**src/rtl/frog_key_cmd_pkg.sv**
```systemverilog
// Shared types, keycodes and key-decode helpers for the frog key command path.
// Build option: define FROG_KEY_ARROW_EN to also decode the arrow keys as moves.
package frogger_pkg;

  typedef enum logic [1:0] {
    UP    = 2'd0,
    DOWN  = 2'd1,
    LEFT  = 2'd2,
    RIGHT = 2'd3
  } move_dir_t;

  typedef enum logic [1:0] {
    IDLE   = 2'd0,
    DELAY  = 2'd1,
    REPEAT = 2'd2
  } key_state_t;

  localparam logic [7:0] KEY_W      = 8'h1A;
  localparam logic [7:0] KEY_A      = 8'h04;
  localparam logic [7:0] KEY_S      = 8'h16;
  localparam logic [7:0] KEY_D      = 8'h07;
  localparam logic [7:0] KEY_SPACE  = 8'h2C;
  localparam logic [7:0] KEY_UP_ARR = 8'h52;
  localparam logic [7:0] KEY_DN_ARR = 8'h51;
  localparam logic [7:0] KEY_LT_ARR = 8'h50;
  localparam logic [7:0] KEY_RT_ARR = 8'h4F;

  typedef struct packed {
    logic      hit;
    move_dir_t dir;
  } key_dec_t;

  // Map one HID usage byte to a direction; hit is low for non-direction keys.
  function automatic key_dec_t decode_byte(input logic [7:0] code);
    key_dec_t d;
    d.hit = 1'b1;
    d.dir = UP;
    case (code)
      KEY_W: d.dir = UP;
      KEY_S: d.dir = DOWN;
      KEY_A: d.dir = LEFT;
      KEY_D: d.dir = RIGHT;
`ifdef FROG_KEY_ARROW_EN
      KEY_UP_ARR: d.dir = UP;
      KEY_DN_ARR: d.dir = DOWN;
      KEY_LT_ARR: d.dir = LEFT;
      KEY_RT_ARR: d.dir = RIGHT;
`endif
      default: begin
        d.hit = 1'b0;
        d.dir = UP;
      end
    endcase
    return d;
  endfunction

  // The first held key wins; the second is only consulted when the first is not a move.
  function automatic key_dec_t decode_key(input logic [15:0] kc);
    key_dec_t lo;
    key_dec_t hi;
    lo = decode_byte(kc[7:0]);
    hi = decode_byte(kc[15:8]);
    return lo.hit ? lo : hi;
  endfunction

endpackage

```
**src/rtl/frog_cmd_fifo.sv**
```systemverilog
// Small command queue with valid/ready drain; full-with-pop still accepts a push.
module frog_cmd_fifo #(
  parameter int DEPTH = 4,
  parameter int WIDTH = 2
) (
  input  logic             clk,
  input  logic             rst,
  input  logic             push,
  input  logic [WIDTH-1:0] push_data,
  input  logic             pop_ready,
  output logic             valid,
  output logic [WIDTH-1:0] head,
  output logic             full
);

  localparam int AW = (DEPTH > 1) ? $clog2(DEPTH) : 1;
  localparam logic [AW:0] FULL_CNT = (AW + 1)'(DEPTH);

  logic [AW-1:0]    wr_ptr_r;
  logic [AW-1:0]    rd_ptr_r;
  logic [AW:0]      count_r;
  logic [AW:0]      count_nxt_s;
  logic             valid_r;
  logic             pop_s;
  logic             do_push_s;
  logic [WIDTH-1:0] mem_r [DEPTH];

  // Handshake and occupancy next-state.
  always_comb begin
    pop_s       = valid_r & pop_ready;
    full        = (count_r == FULL_CNT);
    do_push_s   = push & (~full | pop_s);
    count_nxt_s = count_r;
    case ({do_push_s, pop_s})
      2'b10:   count_nxt_s = count_r + (AW + 1)'(1);
      2'b01:   count_nxt_s = count_r - (AW + 1)'(1);
      default: count_nxt_s = count_r;
    endcase
  end

  // Storage, pointers (wrap naturally at the power-of-two depth) and registered valid.
  always_ff @(posedge clk or posedge rst) begin
    if (rst) begin
      wr_ptr_r <= '0;
      rd_ptr_r <= '0;
      count_r  <= '0;
      valid_r  <= 1'b0;
      for (int i = 0; i < DEPTH; i++) mem_r[i] <= '0;
    end else begin
      if (do_push_s) begin
        mem_r[wr_ptr_r] <= push_data;
        wr_ptr_r        <= wr_ptr_r + AW'(1);
      end
      if (pop_s) rd_ptr_r <= rd_ptr_r + AW'(1);
      count_r <= count_nxt_s;
      valid_r <= (count_nxt_s != '0);
    end
  end

  assign valid = valid_r;
  assign head  = mem_r[rd_ptr_r];

endmodule

```
**src/rtl/frog_key_cmd.sv**
```systemverilog
// Converts the held-keycode word into frame-paced frog move commands with
// auto-repeat, a pause-toggle pulse for space, and a queued valid/ready output.
// Build option: FROG_KEY_ARROW_EN adds arrow-key decoding (see frogger_pkg).
module frog_key_cmd
  import frogger_pkg::*;
#(
  parameter int FIFO_DEPTH    = 4,
  parameter int REPEAT_DELAY  = 15,
  parameter int REPEAT_PERIOD = 6
) (
  input  logic        Clk,
  input  logic        Reset,
  input  logic        frame_clk,
  input  logic [15:0] keycode,
  output logic        move_valid,
  output logic [1:0]  move_dir,
  input  logic        move_ready,
  output logic        pause_toggle,
  output logic        overflow
);

  localparam int MAX_RPT = (REPEAT_DELAY > REPEAT_PERIOD) ? REPEAT_DELAY : REPEAT_PERIOD;
  localparam int CW = $clog2(MAX_RPT) + 1;
  localparam logic [CW-1:0] DELAY_LAST  = CW'(REPEAT_DELAY - 1);
  localparam logic [CW-1:0] PERIOD_LAST = CW'(REPEAT_PERIOD - 1);

  logic          sync1_r, sync2_r, prev_r, tick_r;
  logic [1:0]    settle_r;
  key_state_t    state_r;
  logic [CW-1:0] cnt_r;
  move_dir_t     latched_r;
  logic          space_prev_r, pause_r, overflow_r;
  key_dec_t      dec_s;
  logic          space_s, push_s, pop_s, full_s;

  // Synchronise frame_clk and form the registered tick; the settle count blocks a
  // level that was already high across reset from looking like a fresh edge.
  always_ff @(posedge Clk or posedge Reset) begin
    if (Reset) begin
      sync1_r  <= 1'b0;
      sync2_r  <= 1'b0;
      prev_r   <= 1'b0;
      tick_r   <= 1'b0;
      settle_r <= 2'd0;
    end else begin
      sync1_r <= frame_clk;
      sync2_r <= sync1_r;
      prev_r  <= sync2_r;
      if (settle_r != 2'd3) settle_r <= settle_r + 2'd1;
      tick_r  <= sync2_r & ~prev_r & (settle_r == 2'd3);
    end
  end

  // Decode the keycode word and decide whether this tick pushes a command.
  always_comb begin
    dec_s   = decode_key(keycode);
    space_s = (keycode[7:0] == KEY_SPACE) | (keycode[15:8] == KEY_SPACE);
    pop_s   = move_valid & move_ready;
    push_s  = 1'b0;
    if (tick_r && dec_s.hit) begin
      case (state_r)
        IDLE:    push_s = 1'b1;
        DELAY:   push_s = (dec_s.dir != latched_r) || (cnt_r == DELAY_LAST);
        REPEAT:  push_s = (dec_s.dir != latched_r) || (cnt_r == PERIOD_LAST);
        default: push_s = 1'b0;
      endcase
    end else begin
      push_s = 1'b0;
    end
  end

  // Repeat FSM: advances only on ticks, restarting the delay on a new direction.
  always_ff @(posedge Clk or posedge Reset) begin
    if (Reset) begin
      state_r   <= IDLE;
      cnt_r     <= '0;
      latched_r <= UP;
    end else if (tick_r) begin
      case (state_r)
        IDLE: begin
          if (dec_s.hit) begin
            latched_r <= dec_s.dir;
            cnt_r     <= '0;
            state_r   <= DELAY;
          end
        end
        DELAY, REPEAT: begin
          if (!dec_s.hit) begin
            cnt_r   <= '0;
            state_r <= IDLE;
          end else if (dec_s.dir != latched_r) begin
            latched_r <= dec_s.dir;
            cnt_r     <= '0;
            state_r   <= DELAY;
          end else if ((state_r == DELAY) && (cnt_r == DELAY_LAST)) begin
            cnt_r   <= '0;
            state_r <= REPEAT;
          end else if ((state_r == REPEAT) && (cnt_r == PERIOD_LAST)) begin
            cnt_r <= '0;
          end else begin
            cnt_r <= cnt_r + CW'(1);
          end
        end
        default: begin
          cnt_r   <= '0;
          state_r <= IDLE;
        end
      endcase
    end
  end

  // Space press edge to a one-cycle pause pulse, and sticky overflow on a dropped push.
  always_ff @(posedge Clk or posedge Reset) begin
    if (Reset) begin
      space_prev_r <= 1'b0;
      pause_r      <= 1'b0;
      overflow_r   <= 1'b0;
    end else begin
      pause_r <= tick_r & space_s & ~space_prev_r;
      if (tick_r) space_prev_r <= space_s;
      if (push_s && full_s && !pop_s) overflow_r <= 1'b1;
    end
  end

  frog_cmd_fifo #(
    .DEPTH (FIFO_DEPTH),
    .WIDTH (2)
  ) u_fifo (
    .clk       (Clk),
    .rst       (Reset),
    .push      (push_s),
    .push_data (dec_s.dir),
    .pop_ready (move_ready),
    .valid     (move_valid),
    .head      (move_dir),
    .full      (full_s)
  );

  assign pause_toggle = pause_r;
  assign overflow     = overflow_r;

endmodule

```
**config.mk**
```make
export PLATFORM = sky130hd
export DESIGN_NAME = frog_key_cmd
export DESIGN_NICKNAME = d
export VERILOG_FILES = /design/src/rtl/frog_key_cmd_pkg.sv /design/src/rtl/frog_cmd_fifo.sv /design/src/rtl/frog_key_cmd.sv
export SDC_FILE = /design/constraint.sdc
export NUM_CORES = 1
export LEC_CHECK = 0
export BUFFER_PORTS_ARGS = -buffer_cell sky130_fd_sc_hd__buf_2
export CAP_MARGIN = 20
export CORE_MARGIN = 2
export CORE_UTILIZATION = 40
export DETAILED_ROUTE_END_ITERATION = 10
export PLACE_DENSITY = 0.64
export SLEW_MARGIN = 15
export SYNTH_ARGS = -nofsm -noshare
export SYNTH_HDL_FRONTEND = slang
export SYNTH_SLANG_ARGS = --single-unit
```
**constraint.sdc**
```tcl
create_clock -name Clk -period 3.08 [get_ports Clk]
set_input_delay 0.154 -clock Clk [delete_from_list [all_inputs] [get_ports Clk]]
set_output_delay 0.154 -clock Clk [all_outputs]
set_load 0.1 [all_outputs]
```
==> results.tsv <==
metric	value	unit
min_period	2.935	ns
cts_made_buffers	5	
worst_slew_pin_slew	0.4946	ns
crit_path_end_kind	register	
htreeDepth	2	
cp_cell_sequence	buf_2 > or4b_4 > or4_4 > o22ai_4 > xnor2_2 > o211ai_4 > and2_4 > nor2_2 > fa_1 > nor2b_2 > nand4b_1 > a22o_2 > nand2_1 > a21oi_1	
r2r_start	state_r[0]$_DFFE_PP0P_	
p_leak	1.135	nW
nNetsFinal	276	
grt_use_total	14.82	%
multiInputGateArea	1221	µm²
viasPerCell	5.086	
grt_overflow	0	
skew	0.005684	ns
holdWs	0.2404	ns
cts_buffer_depth	2	
antenna_found_initial	0	
worstPathMaxFanout	3	
synthesis.area	2158	µm²
powerDensity	603.2	nW/µm²
design.core.area	5172	µm²
drv_cap	0	
crit_start	keycode[11]	
drt_iter0_markers	36	
die_area	5999	µm²
routed_wl	3939	µm
ys_seq_area_share	39.42	%
num_io_pins	25	
postSynthAreaPerCell	10.79	µm²
place_hpwl	2879	µm
hold_path.startpoint	keycode[5]	
maxSlewHeadroom	67.03	%
synthDistinctLibCells	59	
setup_tns	0	ns
clockRootBuffer	clkbuf_8	
grt_pass1_wl	7072	µm
die-width	77.46	µm
cts.clk_slew.worst_paths	0.08	ns
grt_pass1_vias	1600	
num_vias	1597	
slowest_stage	or4b_4	
synth_cells	200	
register_area	850.8	µm²
cts_tree	yes	
crit_arrival	3.10	ns
finalHoldViolCount	0	
holdCritPathClass	input port to register	
synth_seq_cells	34	
synthesis.nets	233	
die_y	77.46	µm
port_buffers	24	
wire_per_inst	12.54	µm
worstSetupPathType	input port to register	
synth_edf_count	0	
ant_nets	0	
dr.pass1.iters	4	
maxSlewViolCount	0	
cp-start-kind	input port	
drive_gt1_share	30.74	%
synth_ff_type	dfrtp_1	
finalSetupViolCount	0	
gp_congestion	0.7552	
async_flop_share	100.0	%
drc	0	
syn_to_final_growth	18.96	%
clk-insertion-delay-late	0.29	ns
final_util	49.64	%
start_util	41.73	%
ir_drop	0.0004831	V
fin_crit_sh	95.28	%
cp.required	3.25	ns
cts.sinks	34	
max_stage_delay	0.54	ns
status	finished, final reports clean	
fmax	340.8	MHz
diodes	0	
yosysWarnings	0	
fill_cells	471	
placementRows	26	
grt_max_degree	35	
power by group:
group | switching (W) | internal (W) | total (W)
Clock | 0.000174 | 0.000241 | 0.000415
Combinational | 0.000317 | 0.000222 | 0.000540
Sequential | 0.0000777 | 0.000517 | 0.000594
Total | 0.000569 | 0.000980 | 0.00155
synth_stat cells, types with 2 or more instances:
cell type  count  share of area, %
nor3_1         6               1.4
nand3_1        6               1.4
xor2_1         2              0.81
o21ai_2        2              0.81
mux4_2         2               2.1
inv_1         11               1.9
o211ai_2       4               2.3
o2111ai_1      2              0.81
nor4_1         2              0.58
a21o_1         2              0.70
nor2_1         7               1.2
nand4_1        3              0.87
clkbuf_1       2              0.35
nor4b_2        2               1.4
buf_6          2               1.0
o31ai_1        3               1.0
a21oi_1        8               1.9
o21ai_0        2              0.46
or3_1          4               1.2
nand2_1       19               3.3
mux2_2         3               1.6
ha_1          12               7.0
nor3b_1        2              0.70
mux2_1        10               5.2
dfrtp_1       34                39
xnor2_1        9               3.7
o21ai_1        4              0.93
a31oi_1        3              0.87
nor4b_1        2              0.81
through the flow:
step	setup slack, ns	instance area, µm²	std cells	power [W]
global route	-0.01567	2567	314	0.001658
finish	0.1454	2567	314	0.001549
floorplan	-0.1621	2158	200	0.0009957
detailed placement	-0.1474	2421	303	0.001113
global placement	-0.1214	2421	303	0.001106
CTS	0.1332	2555	313	0.001540
flip-flops by register name (all words and copies together), names as in the netlist:
register / count
state_r: 2
settle_r: 2
sync2_r: 1
tick_r: 1
u_fifo.wr_ptr_r: 2
latched_r: 2
space_prev_r: 1
u_fifo.valid: 1
pause_toggle: 1
cnt_r: 5
u_fifo.rd_ptr_r: 2
overflow: 1
prev_r: 1
u_fifo.count_r: 3
sync1_r: 1
u_fifo.mem_r: 8
logic make-up after synthesis:
kind of cell	Yosys count	synth area share (%)
xor gates and xnor gates	12	5.218
and+or+nand+nor	66	17.86
muxes	15	8.869
AOI/OAI and AO/OA	44	16.52
adders and majority gates	13	7.884
buffers and inverters	16	4.232
DFF	34	39.42
per-layer routing:
layer | global-route usage, % | wire, µm | up-vias
met5 | 0 | 0 | -
met4 | 6.429 | 75 | 0
met3 | 3.488 | 104 | 7
met2 | 23.74 | 1825 | 17
met1 | 19.18 | 1933 | 754
li1 | - | - | 819
repair_timing:
action / CTS / global route
hold buffers: 2 / 0
resized for setup: 0 / 2
endpoints found under the hold margin: 35 / 0
endpoints found under the setup margin: 0 / 1
buffers inserted: 0 / 1
worst max-delay path: cells and delay by family:
family / cells / cell delay, ns
and+or+nand+nor: 7 / 1.68
AOI/OAI and AO/OA: 4 / 0.54
adders and majority gates: 1 / 0.46
xor gates and xnor gates: 1 / 0.17
buffers and inverters: 1 / 0.11
path summary, 6_finish.rpt:
kind | end | slack (ns) | cells after the start
min | space_prev_r$_DFFE_PP0P_ | 0.24 | 3
max | u_fifo.valid$_DFF_PP0_ | 0.15 | 14
max in group asynchronous | sync2_r$_DFF_PP0_ | 2.27 | 4
max reg2reg | u_fifo.valid$_DFF_PP0_ | 0.27 | 14
min in group asynchronous | cnt_r[3]$_DFFE_PP0P_ | 0.49 | 4
min reg2reg | sync2_r$_DFF_PP0_ | 0.35 | 0
placed cells by master (no fill, tap or decap), types with 3 or more instances in the layout:
master and count:
a21oi_1 8, a31oi_1 3, buf_2 24, buf_4 15, clkbuf_8 5, dfrtp_1 34, ha_1 12, inv_1 11
mux2_1 10, mux2_2 3, nand2_1 19, nand3_1 6, nand4_1 3, nor2_1 6, nor3_1 6, o211ai_2 4
o21ai_1 4, o31ai_1 3, or3_1 4, xnor2_1 9
final cells by class:
type	count	area share (%)
Tap cell	70	3.411
Sequential cell	34	33.14
Timing Repair Buffer	41	9.844
Clock buffer	5	2.680
Inverter	11	1.608
Clock inverter	3	1.754
Multi-Input combinational cell	150	47.56
No activity file was read; power rests on OpenSTA's default activity.
